--- src/rtl/pkt_stream_arbiter_if.sv ---
// Bus bundle for the two-requester packet arbiter: both input streams,
// the downstream FIFO write port, the current grant and the per-requester packet counters.
interface pkt_stream_arbiter_if #(
   parameter int WIDTH  = 256,
   parameter int KEEP_W = WIDTH / 8,
   parameter int CNT_W  = 16
);
   logic              s0_valid;
   logic [WIDTH-1:0]  s0_data;
   logic [KEEP_W-1:0] s0_keep;
   logic              s0_last;
   logic              s0_ready;

   logic              s1_valid;
   logic [WIDTH-1:0]  s1_data;
   logic [KEEP_W-1:0] s1_keep;
   logic              s1_last;
   logic              s1_ready;

   logic              fifo_wr_en;
   logic [WIDTH-1:0]  fifo_wr_data;
   logic [KEEP_W-1:0] fifo_wr_keep;
   logic              fifo_wr_last;
   logic              fifo_full;

   logic [1:0]        grant;
   logic [CNT_W-1:0]  pkt_cnt0;
   logic [CNT_W-1:0]  pkt_cnt1;

   modport master (
      output s0_valid, s0_data, s0_keep, s0_last,
      output s1_valid, s1_data, s1_keep, s1_last,
      output fifo_full,
      input  s0_ready, s1_ready,
      input  fifo_wr_en, fifo_wr_data, fifo_wr_keep, fifo_wr_last,
      input  grant, pkt_cnt0, pkt_cnt1
   );

   modport slave (
      input  s0_valid, s0_data, s0_keep, s0_last,
      input  s1_valid, s1_data, s1_keep, s1_last,
      input  fifo_full,
      output s0_ready, s1_ready,
      output fifo_wr_en, fifo_wr_data, fifo_wr_keep, fifo_wr_last,
      output grant, pkt_cnt0, pkt_cnt1
   );
endinterface

--- src/rtl/pkt_stream_arbiter.sv ---
// Packet-locked two-way arbiter into a FIFO: one idle bubble on first grant, then zero-latency
// combinational data path; fifo_full stalls everything, hand-off on last beat has no bubble.
module pkt_stream_arbiter #(
   parameter int WIDTH  = 256,
   parameter int KEEP_W = WIDTH / 8,
   parameter int CNT_W  = 16
) (
   input  logic                 clk,
   input  logic                 rst_n,
   pkt_stream_arbiter_if.slave  bus
);
   typedef enum logic [1:0] {
      IDLE = 2'd0,
      GNT0 = 2'd1,
      GNT1 = 2'd2
   } state_t;

   state_t            state;
   state_t            state_nxt;
   logic              prio;
   logic              prio_nxt;
   logic [CNT_W-1:0]  cnt0;
   logic [CNT_W-1:0]  cnt1;
   logic              inc0;
   logic              inc1;
   logic              ready0;
   logic              ready1;
   logic              wr_en;
   logic [WIDTH-1:0]  wr_data;
   logic [KEEP_W-1:0] wr_keep;
   logic              wr_last;

   // prio=1 favours s1 when both request.
   function automatic state_t pick(input logic v0, input logic v1, input logic p);
      if (v0 && (!v1 || !p)) return GNT0;
      if (v1) return GNT1;
      return IDLE;
   endfunction

   always_ff @(posedge clk or negedge rst_n) begin
      if (!rst_n) begin
         state <= IDLE;
         prio  <= 1'b0;
         cnt0  <= '0;
         cnt1  <= '0;
      end else begin
         state <= state_nxt;
         prio  <= prio_nxt;
         if (inc0) cnt0 <= cnt0 + 1'b1;
         if (inc1) cnt1 <= cnt1 + 1'b1;
      end
   end

   always_comb begin
      state_nxt = state;
      prio_nxt  = prio;
      inc0      = 1'b0;
      inc1      = 1'b0;
      ready0    = 1'b0;
      ready1    = 1'b0;
      wr_en     = 1'b0;
      wr_data   = '0;
      wr_keep   = '0;
      wr_last   = 1'b0;
      unique case (state)
         IDLE: state_nxt = pick(bus.s0_valid, bus.s1_valid, prio);
         GNT0: begin
            ready0  = !bus.fifo_full;
            wr_en   = bus.s0_valid && !bus.fifo_full;
            wr_data = bus.s0_data;
            wr_keep = bus.s0_keep;
            wr_last = bus.s0_last;
            // Last beat: flip priority and re-arbitrate in the same cycle.
            if (wr_en && bus.s0_last) begin
               inc0      = 1'b1;
               prio_nxt  = 1'b1;
               state_nxt = pick(bus.s0_valid, bus.s1_valid, 1'b1);
            end
         end
         GNT1: begin
            ready1  = !bus.fifo_full;
            wr_en   = bus.s1_valid && !bus.fifo_full;
            wr_data = bus.s1_data;
            wr_keep = bus.s1_keep;
            wr_last = bus.s1_last;
            if (wr_en && bus.s1_last) begin
               inc1      = 1'b1;
               prio_nxt  = 1'b0;
               state_nxt = pick(bus.s0_valid, bus.s1_valid, 1'b0);
            end
         end
         default: state_nxt = IDLE;
      endcase
   end

   assign bus.grant        = {state == GNT1, state == GNT0};
   assign bus.s0_ready     = ready0;
   assign bus.s1_ready     = ready1;
   assign bus.fifo_wr_en   = wr_en;
   assign bus.fifo_wr_data = wr_data;
   assign bus.fifo_wr_keep = wr_keep;
   assign bus.fifo_wr_last = wr_last;
   assign bus.pkt_cnt0     = cnt0;
   assign bus.pkt_cnt1     = cnt1;
endmodule
--- src/flat_wrapper.sv ---
// flat-port wrapper written by rule: the top's interface ports become plain ports
module pkt_stream_arbiter_flat 
#(
   parameter int WIDTH  = 256,
   parameter int KEEP_W = WIDTH / 8,
   parameter int CNT_W  = 16
)
  (clk, rst_n, bus_s0_valid, bus_s0_data, bus_s0_keep, bus_s0_last, bus_s1_valid, bus_s1_data, bus_s1_keep, bus_s1_last, bus_fifo_full, bus_s0_ready, bus_s1_ready, bus_fifo_wr_en, bus_fifo_wr_data, bus_fifo_wr_keep, bus_fifo_wr_last, bus_grant, bus_pkt_cnt0, bus_pkt_cnt1);
  pkt_stream_arbiter_if #(.WIDTH(WIDTH), .KEEP_W(KEEP_W), .CNT_W(CNT_W)) bus_i ();
  input  logic clk;
  input  logic rst_n;
  input wire logic [$bits(bus_i.s0_valid)-1:0] bus_s0_valid;
  input wire logic [$bits(bus_i.s0_data)-1:0] bus_s0_data;
  input wire logic [$bits(bus_i.s0_keep)-1:0] bus_s0_keep;
  input wire logic [$bits(bus_i.s0_last)-1:0] bus_s0_last;
  input wire logic [$bits(bus_i.s1_valid)-1:0] bus_s1_valid;
  input wire logic [$bits(bus_i.s1_data)-1:0] bus_s1_data;
  input wire logic [$bits(bus_i.s1_keep)-1:0] bus_s1_keep;
  input wire logic [$bits(bus_i.s1_last)-1:0] bus_s1_last;
  input wire logic [$bits(bus_i.fifo_full)-1:0] bus_fifo_full;
  output wire logic [$bits(bus_i.s0_ready)-1:0] bus_s0_ready;
  output wire logic [$bits(bus_i.s1_ready)-1:0] bus_s1_ready;
  output wire logic [$bits(bus_i.fifo_wr_en)-1:0] bus_fifo_wr_en;
  output wire logic [$bits(bus_i.fifo_wr_data)-1:0] bus_fifo_wr_data;
  output wire logic [$bits(bus_i.fifo_wr_keep)-1:0] bus_fifo_wr_keep;
  output wire logic [$bits(bus_i.fifo_wr_last)-1:0] bus_fifo_wr_last;
  output wire logic [$bits(bus_i.grant)-1:0] bus_grant;
  output wire logic [$bits(bus_i.pkt_cnt0)-1:0] bus_pkt_cnt0;
  output wire logic [$bits(bus_i.pkt_cnt1)-1:0] bus_pkt_cnt1;
  assign bus_i.s0_valid = bus_s0_valid;
  assign bus_i.s0_data = bus_s0_data;
  assign bus_i.s0_keep = bus_s0_keep;
  assign bus_i.s0_last = bus_s0_last;
  assign bus_i.s1_valid = bus_s1_valid;
  assign bus_i.s1_data = bus_s1_data;
  assign bus_i.s1_keep = bus_s1_keep;
  assign bus_i.s1_last = bus_s1_last;
  assign bus_i.fifo_full = bus_fifo_full;
  assign bus_s0_ready = bus_i.s0_ready;
  assign bus_s1_ready = bus_i.s1_ready;
  assign bus_fifo_wr_en = bus_i.fifo_wr_en;
  assign bus_fifo_wr_data = bus_i.fifo_wr_data;
  assign bus_fifo_wr_keep = bus_i.fifo_wr_keep;
  assign bus_fifo_wr_last = bus_i.fifo_wr_last;
  assign bus_grant = bus_i.grant;
  assign bus_pkt_cnt0 = bus_i.pkt_cnt0;
  assign bus_pkt_cnt1 = bus_i.pkt_cnt1;
  pkt_stream_arbiter #(.WIDTH(WIDTH), .KEEP_W(KEEP_W), .CNT_W(CNT_W)) u_core (.clk(clk), .rst_n(rst_n), .bus(bus_i));
endmodule
--- config.mk ---
export PLATFORM = sky130hd
export DESIGN_NAME = pkt_stream_arbiter_flat
export DESIGN_NICKNAME = d
export VERILOG_FILES = /design/src/rtl/pkt_stream_arbiter_if.sv /design/src/rtl/pkt_stream_arbiter.sv /design/src/flat_wrapper.sv
export SDC_FILE = /design/constraint.sdc
export NUM_CORES = 1
export LEC_CHECK = 0
export BUFFER_PORTS_ARGS = -buffer_cell sky130_fd_sc_hd__buf_4
export CAP_MARGIN = 10
export CORE_AREA = 5 5 355 357
export DETAILED_ROUTE_END_ITERATION = 12
export DIE_AREA = 0 0 360 362
export GPL_TIMING_DRIVEN = 0
export SLEW_MARGIN = 10
export SYNTH_ARGS = -nofsm -noshare
export SYNTH_HDL_FRONTEND = slang
export SYNTH_SLANG_ARGS = --single-unit
--- constraint.sdc ---
create_clock -name clk -period 2.95 [get_ports clk]
set_input_delay 0.59 -clock clk [delete_from_list [all_inputs] [get_ports clk]]
set_output_delay 0.59 -clock clk [all_outputs]
set_load 0.02 [all_outputs]
==> flow_summary.toml <==
[critical_path]
critPathKind = "flop to output port"
required_ps = 2360
critPathArrivalTime_ps = 2450
path_max_fanout = 8
critPathLaunchType = "flop"
worstSetupEndpointType = "output port"
r2r_slack_ps = 1070

[pwr]
powerDensity_mw_per_mm2 = 825
ir_drop_mv = 0.510
finalPower_mw = 12.8
power_leakage_nw = 7.01

[route]
wl_per_cell_um = 33.6
drt_iter0_markers = 1228
drc = 0
dr_total_vias = 11685
via_per_inst = 3.42
drtPass1Iterations = 6
routed_wl_mm = 115
ant_nets = 0

[yosys]
synth_cell_type_count = 30
synth_area_leader_cell = "a22oi_1"
syn_area_mm2 = 0.00536
synth.yosys.warnings = 0
syn_nets = 1422
synth.top_cell.area_share_pct = 40.6
ys_seq_area_share_pct = 16.3
async_flop_share_pct = 100
synth.area.top_cells = "a22oi_1, nor2_1, dfrtp_1"
synth_common_cells = "nor2_1, a22oi_1, clkbuf_1, dfrtp_1, xnor2_1"
ys_seq_elements = 35
synth_ff_type = "dfrtp_1"
synth.avg_cell_area_um2 = 6.45
synth_edf_count = 0
syn_inst = 832
synth.most_common_cell = "nor2_1"

[timing]
grt_setup_unrepaired = "yes"
setup_viol = 7
fin_crit_ps = 3040
fin_ws_ps = -87.8
relSlewSlack_pct = 44.2
fin_worst_skew_ps = 11.1
period_share_pct = 103
slew_violations = 0
final-hold-violation-count = 0
whs_ps = 253
worst_pin_slew_ps = 836
max_freq_ghz = 0.329
setup_tns_ps = -255

[clock_tree]
clkTransAtPathRegs_ps = 60
clock-sinks = 35
cts-root-buf = "clkbuf_16"
htree_levels = 2
clock_path_buffers = 2
cts_buffers = 5
clk_latency_ps = 280
holdBufCountCts = 0
cts_tree = "built"

[cells_and_area]
nNetsFinal = 2357
multi_input_area_mm2 = 0.00451
drive_above_1_share_pct = 63.6
register_area_um2 = 876
area_growth_pct = 189
final_area_mm2 = 0.0155
fillCellCount = 14333

[floorplan]
fp-row-count = 129
die-area_mm2 = 0.130
start_util_pct = 4.37
core_mm2 = 0.123
die_h_um = 362
die_width_um = 360
io-pin-count = 909

[place]
portBuffers = 908
gp_congestion = 1.16
hpwl_mm = 105
placed_area_mm2 = 0.0142

[grt]
grt_pass1_wl_mm = 137
overflow = 0
grt_antenna_before_repair = 54
track_usage_pct = 16.4
first_global_vias = 11400
grt_max_degree = 36

[status]
violations = "negative setup slack"
status = "complete, but fails checks"

[run]
max_cap_viol_count = 0

[min_path]
hold_class = "input pin to async pin"
path summary, 6_finish.rpt:
kind | startpoint | to | depth (start not counted)
worst max-delay path | u_core.state[1] | bus_fifo_wr_data[167] | 8
worst min-delay path | rst_n | u_core.prio | 1
worst max register to register | u_core.state[0] | u_core.bus.pkt_cnt0[15] | 7
worst min register to register | u_core.bus.pkt_cnt0[15] | u_core.bus.pkt_cnt0[15] | 1
max in group asynchronous | rst_n | u_core.bus.pkt_cnt1[10] | 1
min in group clk | u_core.bus.pkt_cnt0[15] | u_core.bus.pkt_cnt0[15] | 1
report_power, final:
part           total, mW  internal [mW]  switching [mW]
clock network      0.701          0.484           0.217
registers          0.600          0.530          0.0697
logic               11.5           3.83            7.66
total               12.8           4.85            7.95
final cells by class:
cell class | count | area share (%)
Timing Repair Buffer | 930 | 45.3
Multi-Input combinational cell | 691 | 29.1
Tap cell | 1637 | 13.2
Sequential cell | 35 | 5.65
Buffer | 96 | 5.18
Clock buffer | 5 | 0.807
Clock inverter | 3 | 0.436
Inverter | 8 | 0.194
Antenna cell | 8 | 0.129
kinds of logic after synthesis:
kind of cell	after synthesis	share of synthesized area [%]
AOI/OAI and AO/OA	297	41.4
xor gates and xnor gates	30	4.90
adders and majority gates	7	1.63
buffers and inverters	106	7.56
DFF	35	16.3
muxes	2	0.397
and+or+nand+nor	355	27.8
what timing repair did:
action,4_1_cts,5_1_grt
hold endpoints to repair,0,0
cloned,1,2
setup buffers,8,12
resized for setup,192,87
setup endpoints to repair,292,130
pin swaps,6,19
layer usage:
| metal | wire length [um] | up-vias | track usage (%) |
|---|---|---|---|
| li1 | - | 4934 | - |
| met4 | 1710 | 26 | 1.79 |
| met5 | 205 | - | 0 |
| met1 | 47500 | 5657 | 20.3 |
| met2 | 48300 | 919 | 24.6 |
| met3 | 17000 | 149 | 10.4 |
state kept, by name, indices dropped and copies added, names as in the netlist:
name	flops
u_core.state	2
u_core.bus.pkt_cnt1	16
u_core.bus.pkt_cnt0	16
u_core.prio	1
through the flow:
stage	cells	worst slack, ps	util [%]
after floorplan	832	445	-
after global placement	3377	-1740	11.6
after detailed placement	3377	-1290	11.6
after CTS	3394	-44.1	12.4
after global routing	3408	-114	12.6
final	3413	-87.8	12.6
cells in the final DEF, fill, tap and decap left out, types with 4 or more instances in the layout:
cell / count
nand2_1: 18
clkbuf_2: 55
inv_1: 8
nand4_1: 5
nor2_2: 6
nor2_1: 288
ha_1: 5
buf_4: 924
clkbuf_4: 8
buf_12: 4
a22oi_2: 78
diode_2: 8
clkbuf_8: 11
dfrtp_1: 35
buf_6: 9
xor2_1: 9
clkbuf_1: 5
nand3_1: 11
xnor2_1: 21
clkbuf_16: 13
and3_1: 5
nor3_2: 5
a22oi_1: 212
worst max-delay path, stage by stage (launching register included):
cell       delay (ps)
dfrtp_1           410
buf_6             130
ha_4              160
buf_12            140
clkbuf_16         160
clkbuf_16         160
a22oi_2           670
nor2_1             90
buf_4             200
(Power assumes the default switching activity.)
